File: src/rtl/song_pattern_writer_if.sv
// Bundles the start/end levels from the player side and the song word and strobes toward the game module.
interface song_pattern_writer_if;
  logic        start_req;
  logic        game_end;
  logic [31:0] data_out;
  logic        write_enable;
  logic        game_start;
  logic        busy;
  logic [2:0]  state_out;
  logic [3:0]  note_count_out;

  modport master (
    input  start_req, game_end,
    output data_out, write_enable, game_start, busy, state_out, note_count_out
  );

  modport slave (
    output start_req, game_end,
    input  data_out, write_enable, game_start, busy, state_out, note_count_out
  );
endinterface

File: src/rtl/song_pattern_writer.sv
// Builds an 8-note song from a free-running LFSR, writes it to the game module and fires game_start
// after a programmable delay; rearms when the game reports its end.
module song_pattern_writer #(
  parameter logic [15:0] SEED        = 16'hACE1,
  parameter int unsigned START_DELAY = 500000
) (
  input  logic                  clk,
  input  logic                  reset,
  song_pattern_writer_if.master bus
);

  localparam int unsigned LFSR_W  = 16;
  localparam int unsigned DATA_W  = 32;
  localparam int unsigned CNT_W   = 4;
  localparam int unsigned DELAY_W = 20;

  localparam logic [LFSR_W-1:0] SEED_INIT = (SEED == 16'h0000) ? 16'h0001 : SEED;
  localparam logic [LFSR_W-1:0] TAPS      = 16'hB400;

  localparam logic [2:0] IDLE    = 3'd0;
  localparam logic [2:0] GEN     = 3'd1;
  localparam logic [2:0] WRITE   = 3'd2;
  localparam logic [2:0] WAIT    = 3'd3;
  localparam logic [2:0] START   = 3'd4;
  localparam logic [2:0] PLAYING = 3'd5;

  logic [2:0]         state_q, state_d;
  logic [LFSR_W-1:0]  lfsr_q, lfsr_d;
  logic               start_q, end_q;
  logic [DATA_W-1:0]  buf_q, buf_d;
  logic [CNT_W-1:0]   cnt_q, cnt_d;
  logic [DELAY_W-1:0] delay_q, delay_d;
  logic [DATA_W-1:0]  data_q, data_d;
  logic               we_q, we_d;
  logic               gs_q, gs_d;
  logic               busy_q;

  logic       start_rise, end_rise;
  logic [2:0] cand, prev_idx, prev_note;

  // Galois step, taps 16,14,13,11
  always_comb begin
    lfsr_d = {1'b0, lfsr_q[LFSR_W-1:1]} ^ (lfsr_q[0] ? TAPS : 16'h0000);
  end

  always_comb begin
    start_rise = bus.start_req & ~start_q;
    end_rise   = bus.game_end & ~end_q;
    cand       = lfsr_q[2:0];
    prev_idx   = cnt_q[2:0] - 3'd1;
    prev_note  = buf_q[{prev_idx, 2'b00} +: 3];
  end

  always_comb begin
    state_d = state_q;
    buf_d   = buf_q;
    cnt_d   = cnt_q;
    delay_d = delay_q;
    data_d  = data_q;
    we_d    = 1'b0;
    gs_d    = 1'b0;
    case (state_q)
      IDLE: begin
        if (start_rise) begin
          state_d = GEN;
          buf_d   = '0;
          cnt_d   = '0;
        end
      end
      GEN: begin
        // A candidate equal to the previous note is dropped so no two adjacent notes repeat
        if (!((cnt_q != 4'd0) && (cand == prev_note))) begin
          buf_d[{cnt_q[2:0], 2'b00} +: 4] = {1'b0, cand};
          cnt_d = cnt_q + 4'd1;
          if (cnt_q == 4'd7) begin
            data_d  = buf_d;
            we_d    = 1'b1;
            state_d = WRITE;
          end
        end
      end
      WRITE: begin
        delay_d = DELAY_W'(START_DELAY);
        state_d = WAIT;
      end
      WAIT: begin
        delay_d = delay_q - 20'd1;
        if (delay_q == 20'd1) begin
          gs_d    = 1'b1;
          state_d = START;
        end
      end
      START: begin
        state_d = PLAYING;
      end
      PLAYING: begin
        if (end_rise) state_d = IDLE;
      end
      default: state_d = IDLE;
    endcase
  end

  always_ff @(posedge clk or negedge reset) begin
    if (!reset) begin
      state_q <= IDLE;
      lfsr_q  <= SEED_INIT;
      start_q <= 1'b0;
      end_q   <= 1'b0;
      buf_q   <= '0;
      cnt_q   <= '0;
      delay_q <= '0;
      data_q  <= '0;
      we_q    <= 1'b0;
      gs_q    <= 1'b0;
      busy_q  <= 1'b0;
    end else begin
      state_q <= state_d;
      lfsr_q  <= lfsr_d;
      start_q <= bus.start_req;
      end_q   <= bus.game_end;
      buf_q   <= buf_d;
      cnt_q   <= cnt_d;
      delay_q <= delay_d;
      data_q  <= data_d;
      we_q    <= we_d;
      gs_q    <= gs_d;
      busy_q  <= (state_d != IDLE);
    end
  end

  assign bus.data_out       = data_q;
  assign bus.write_enable   = we_q;
  assign bus.game_start     = gs_q;
  assign bus.busy           = busy_q;
  assign bus.state_out      = state_q;
  assign bus.note_count_out = cnt_q;

endmodule

File: src/flat_wrapper.sv
// flat-port wrapper written by rule: the top's interface ports become plain ports
module song_pattern_writer_flat 
#(
  parameter logic [15:0] SEED        = 16'hACE1,
  parameter int unsigned START_DELAY = 500000
)
  (clk, reset, bus_start_req, bus_game_end, bus_data_out, bus_write_enable, bus_game_start, bus_busy, bus_state_out, bus_note_count_out);
  song_pattern_writer_if bus_i ();
  input  logic clk;
  input  logic reset;
  input wire logic [$bits(bus_i.start_req)-1:0] bus_start_req;
  input wire logic [$bits(bus_i.game_end)-1:0] bus_game_end;
  output wire logic [$bits(bus_i.data_out)-1:0] bus_data_out;
  output wire logic [$bits(bus_i.write_enable)-1:0] bus_write_enable;
  output wire logic [$bits(bus_i.game_start)-1:0] bus_game_start;
  output wire logic [$bits(bus_i.busy)-1:0] bus_busy;
  output wire logic [$bits(bus_i.state_out)-1:0] bus_state_out;
  output wire logic [$bits(bus_i.note_count_out)-1:0] bus_note_count_out;
  assign bus_i.start_req = bus_start_req;
  assign bus_i.game_end = bus_game_end;
  assign bus_data_out = bus_i.data_out;
  assign bus_write_enable = bus_i.write_enable;
  assign bus_game_start = bus_i.game_start;
  assign bus_busy = bus_i.busy;
  assign bus_state_out = bus_i.state_out;
  assign bus_note_count_out = bus_i.note_count_out;
  song_pattern_writer #(.SEED(SEED), .START_DELAY(START_DELAY)) u_core (.clk(clk), .reset(reset), .bus(bus_i));
endmodule
File: config.mk
export PLATFORM = sky130hd
export DESIGN_NAME = song_pattern_writer_flat
export DESIGN_NICKNAME = d
export VERILOG_FILES = /design/src/rtl/song_pattern_writer_if.sv /design/src/rtl/song_pattern_writer.sv /design/src/flat_wrapper.sv
export SDC_FILE = /design/constraint.sdc
export NUM_CORES = 1
export LEC_CHECK = 0
export BUFFER_PORTS_ARGS = -buffer_cell sky130_fd_sc_hd__buf_2
export CAP_MARGIN = 0
export CELL_PAD_IN_SITES_DETAIL_PLACEMENT = 0
export CELL_PAD_IN_SITES_GLOBAL_PLACEMENT = 1
export CORE_MARGIN = 2
export CORE_UTILIZATION = 52
export DETAILED_ROUTE_END_ITERATION = 7
export PLACE_DENSITY = 0.85
export SYNTH_ARGS = -nofsm -noshare
export SYNTH_HDL_FRONTEND = slang
export SYNTH_SLANG_ARGS = --single-unit
File: constraint.sdc
create_clock -name clk -period 5.9 [get_ports clk]
set_input_delay 0.59 -clock clk [delete_from_list [all_inputs] [get_ports clk]]
set_output_delay 0.59 -clock clk [all_outputs]
set_load 0.02 [all_outputs]
==> After elaboration in Yosys (flattened, before gate mapping) <==
Cells that the tools add are included.
{ "word_totals": {"register_bits": 112, "inputBits": 4, "output_inout_bits": 42} }
{ "op_classes": {"addsub": 4, "n_eq_ne": 10, "shift": 3, "n_mux": 20, "bitwise_logic": 6, "reduce_logical": 8} }
{ "ops": {"columns": ["cell", "n"], "rows": [
  ["2-to-1 mux 32 bit", 2],
  ["one-hot mux 32 bit (2 select lines)", 1],
  ["one-hot mux 20 bit (2 select lines)", 1],
  ["bitwise mux 32 bit", 1],
  ["variable shift 4 x 7 -> 32 bit (first input constant)", 1],
  ["variable part select 32 x 6 -> 3 bit", 1],
  ["variable part select 4 x 7 -> 32 bit", 1],
  ["== test 20 x 1 -> 1 bit (second input constant)", 1],
  ["subtractor 20 x 1 -> 20 bit (second input constant)", 1],
  ["one-hot mux 3 bit (6 select lines)", 1],
  ["2-to-1 mux 16 bit", 1],
  ["XOR 15 x 16 -> 16 bit", 1],
  ["2-to-1 mux 3 bit", 5],
  ["2-to-1 mux 4 bit", 2],
  ["one-hot mux 4 bit (2 select lines)", 1],
  ["negation 5 -> 7 bit", 1],
  ["== test 3 x 2 -> 1 bit (second input constant)", 2],
  ["== test 3 bit (second input constant)", 2],
  ["AND reduction 3 bit", 2],
  ["2-to-1 mux 1 bit", 5],
  ["adder 4 x 1 -> 4 bit (second input constant)", 1],
  ["== test 4 x 3 -> 1 bit (second input constant)", 1],
  ["nonzero test 2 bit", 2],
  ["nonzero test 4 bit", 1],
  ["10 further kinds", 13]
]} }

==> Logic depth before layout (Yosys ltp) <==
{ "depth": {"word_depth": 7, "depth_mapped": 13} }

==> Worst setup path before layout <==
OpenSTA, ideal clock, no wires.
{ "synth_timing": {"path_kind": "register to register", "startpoint": "reg u_core.cnt_q[0] (netlist: u_core.bus.note_count_out[0])", "endpoint": "reg u_core.data_q[18] (netlist: u_core.bus.data_out[18])", "setup_time_ns": 0.125, "t_arrival_ns": 3.213, "required_ns": 5.775, "slack_ns": 2.563, "stages_incl_launch_ff": 13, "n_path_buf": 4, "path_cell_list": "dfrtp_1 buf_2 buf_2 inv_1 ha_1 clkbuf_1 mux4_2 xnor2_1 mux2i_1 nor3_2 nor3_4 buf_4 mux2_2"} }
{ "synth_via": {"elab_chain_len": 6} }
{ "synth_rtl": {"columns": ["element", "line_no", "rtl"], "rows": [
  ["start: declaration", "song_pattern_writer.sv:31", "logic [CNT_W-1:0] cnt_q, cnt_d;"],
  ["start signal: assignment", "song_pattern_writer.sv:122", "cnt_q <= cnt_d;"],
  ["subtractor 3 x 1 -> 3 bit", "song_pattern_writer.sv:50", "prev_idx = cnt_q[2:0] - 3'd1;"],
  ["variable part select 32 x 6 -> 3 bit", "song_pattern_writer.sv:51", "prev_note = buf_q[{prev_idx, 2'b00} +: 3];"],
  ["== test 3 bit", "song_pattern_writer.sv:72", "if (!((cnt_q != 4'd0) && (cand == prev_note))) begin"],
  ["logical AND 1 bit", "song_pattern_writer.sv:72", null],
  ["NOT 1 bit (no line)", null, null],
  ["AND reduction 3 bit (no line)", null, null],
  ["end signal: assignment", "song_pattern_writer.sv:124", "data_q <= data_d;"],
  ["end: declaration", "song_pattern_writer.sv:33", "logic [DATA_W-1:0] data_q, data_d;"]
]} }
Several ways; a longest one is shown, not always the timed one.
A chain may end at the register's enable or synchronous reset.

==> Worst setup path in the final report <==
{ "layout_timing": {"startpoint": "reg u_core.cnt_q[0] (netlist: u_core.bus.note_count_out[0])", "endpoint": "reg u_core.data_q[13] (netlist: u_core.bus.data_out[13])"} }
Same word-level chain as after synthesis.

==> impl_metrics.ini <==
[clock_network]
cts_tree = done
cts_sinks = 112
cts-root-buf = clkbuf_8
clk_path_buf_depth = 2
clk_pin_slew_ns = 0.11
cts_hold_buffers = 0
numCtsBuffers = 9
insertion_delay_ns = 0.37
htree_levels = 3
cts_resized = 0
post-cts-setup-buffers = 0

[layout]
final_core_util_pct = 58.2
layout-drive-gt1-share_pct = 27.7
instances_no_fill = 599
finish.instance_area_um2 = 5610
regArea_um2 = 2810
nets = 471
final_cell_mix = dfrtp_1 (104), buf_2 (44), mux2_2 (40)
syn2layout_area_growth_pct = 9.67
fillCellCount = 854
diodes = 0
layout_commonest_cell = dfrtp_1
multiInputGateArea_um2 = 2140

[global_routing]
antenna_found_initial = 0
grt.total_usage_pct = 20.9
grt_overflow_total = 0
grt_first_pass_wirelength_um = 17000
grt_start_max_net_pins = 59
grt_pass1_vias = 3345

[placed_design]
placed_cell_area_um2 = 5430
dpl.cell_count = 583
place.gp.congestion = 0.907
hpwlAfterDp_um = 7110
post-place-ws_ns = 1.65
port_buffers = 45

[logic_synthesis]
synthCells = 423
ys_seq_elements = 112
synth_edf_count = 0
ys_types = 48
yosysTopAreaCellShare_pct = 50.9
yosys-top-cells-area = dfrtp_1 (51%), mux2_2 (8.8%), dfstp_2 (4.1%), mux2i_1 (3.3%), mux4_2 (2.6%)
yosys_warnings = 0
post_synth.cell_area_avg_um2 = 12.1
ys_seq_area_share_pct = 55.0
syn-num-nets = 433
async_reset_ff_share_pct = 100
synth_area_um2 = 5110
yosys_most_used_dff = dfrtp_1
yosys.area.top_type = dfrtp_1

[drt]
drt_iter0_markers = 153
wl_per_cell_um = 17.1
ant_nets = 0
vias = 3348
drc_errors = 0
wirelength_um = 10200
drt-vias-per-instance = 5.59
dr.pass1.iters = 4

[timing]
finalCriticalPeriod_ns = 4.22
fin_tns_setup_ns = 0
whs_ns = 0.240
setup_viol_count_final = 0
finalCritPeriodShare_pct = 71.6
rsz0062_at_grt = no
maxClockFrequency_ghz = 0.237
slew_headroom_pct = 46.3
worstMarginPinSlew_ns = 0.802
fin_ws_ns = 1.68
slew_viol_final = 0
hold_viol_final = 0
clock_skew_ns = 0.00983

[critical_path]
crit_chain = inv_1 > ha_1 > mux4_2 > and4_1 > nor4_2 > nor3_2 > nor3_4 > buf_4 > mux2_2
worstPathRequired_ns = 6.16
critPathMaxStageDelay_ns = 0.76
cp.arrival_ns = 4.49
crit_family = simple AND/OR/NAND/NOR gates
crit_slowest_cell = dfrtp_1
cp-end-kind = flop
regToRegSetupSlack_ns = 1.68
start_kind = flop
crit_type = reg2reg
cp.buffers_inverters = 2
worst-path-max-fanout = 20

[power_and_ir_drop]
leakagePower_nw = 2.74
ir_drop_v = 0.000104
power_density_nw_per_um2 = 215
power.total_mw = 1.21

[floorplan]
fp-row-count = 36
start_util_pct = 53.0
pin_count = 46
fp.coreArea_um2 = 9640
chipHeight_um = 103
die_area_um2 = 10600
dieWidth_um = 103

[hold_path]
worstHoldPathType = in2async

[run_status]
status = completed

[job]
cap_violations = 0
cells in the mapped netlist (7+ instances only):
cell	number
nand2_1	31
nand2b_1	7
dfrtp_1	104
dfstp_2	8
mux2i_1	17
nor3_1	7
and2_1	8
a22o_1	11
a32o_1	12
xor2_1	7
clkbuf_1	10
inv_1	15
or3_1	9
nor2_1	27
xnor2_1	11
a21oi_1	8
o21ai_0	15
mux2_2	40
flip-flops by register name, summed over array words and instances, names as in the netlist, 3 cells and up:
name and count:
u_core.bus.data_out 32, u_core.buf_q 32, u_core.lfsr_q 16, u_core.bus.note_count_out 4
u_core.bus.state_out 3, u_core.delay_q 20
metal layers:
metal	GRT usage (%)	up-vias	part of all wire, %
li1	-	1573	-
met1	28.9	1704	46
met2	33.6	61	49
met3	4.54	10	3.5
met4	5.57	0	1.5
met5	0	-	0
final cells by class:
class	count	area share [%]
well taps	133	2.97
clock buffers	11	2.34
inverters	15	1.00
multi-input cells	275	38.3
clock inverters	5	0.781
repair buffers	48	4.46
flip-flops and latches	112	50.2
worst paths after layout:
path / startpoint / end / cells past startpoint
max: u_core.bus.note_count_out[0]$_DFFE_PN0P_ / u_core.bus.data_out[13]$_DFFE_PN0P_ / 9
max reg2reg: u_core.bus.note_count_out[0]$_DFFE_PN0P_ / u_core.bus.data_out[13]$_DFFE_PN0P_ / 9
min reg2reg: u_core.lfsr_q[7]$_DFF_PN1_ / u_core.lfsr_q[6]$_DFF_PN1_ / 0
max in group asynchronous: reset / u_core.buf_q[11]$_DFFE_PN0P_ / 2
min: reset / u_core.bus.data_out[23]$_DFFE_PN0P_ / 1
min in group clk: bus_game_end / u_core.end_q$_DFF_PN0_ / 1
power breakdown:
group	switching (mW)	total (mW)	internal, mW	leakage [nW]
combinational	0.0149	0.0164	0.00152	1.18
sequential	0.000261	0.768	0.768	1.48
clock	0.263	0.423	0.160	0.0821
total	0.278	1.21	0.929	2.74
logic make-up (layout without fill, tap and decap cells):
kind of cell	Yosys count	after routing	share of synthesized area [%]
XOR/XNOR	18	18	3.08
flip-flops	112	112	55.0
AO/OA/AOI/OAI	57	57	8.13
AND/OR/NAND/NOR	129	129	14.0
multiplexers	65	65	15.3
adder cells (fa/ha/maj)	6	6	1.47
buffers and inverters	36	79	3.01
worst register-to-register path, stage by stage, from the launching register on:
cell and delay [ns]:
dfrtp_1 0.76, inv_1 0.20, ha_1 0.60, mux4_2 0.38, and4_1 0.23, nor4_2 0.34, nor3_2 0.13, nor3_4 0.68
buf_4 0.41, mux2_2 0.39
(Power assumes the default switching activity.)
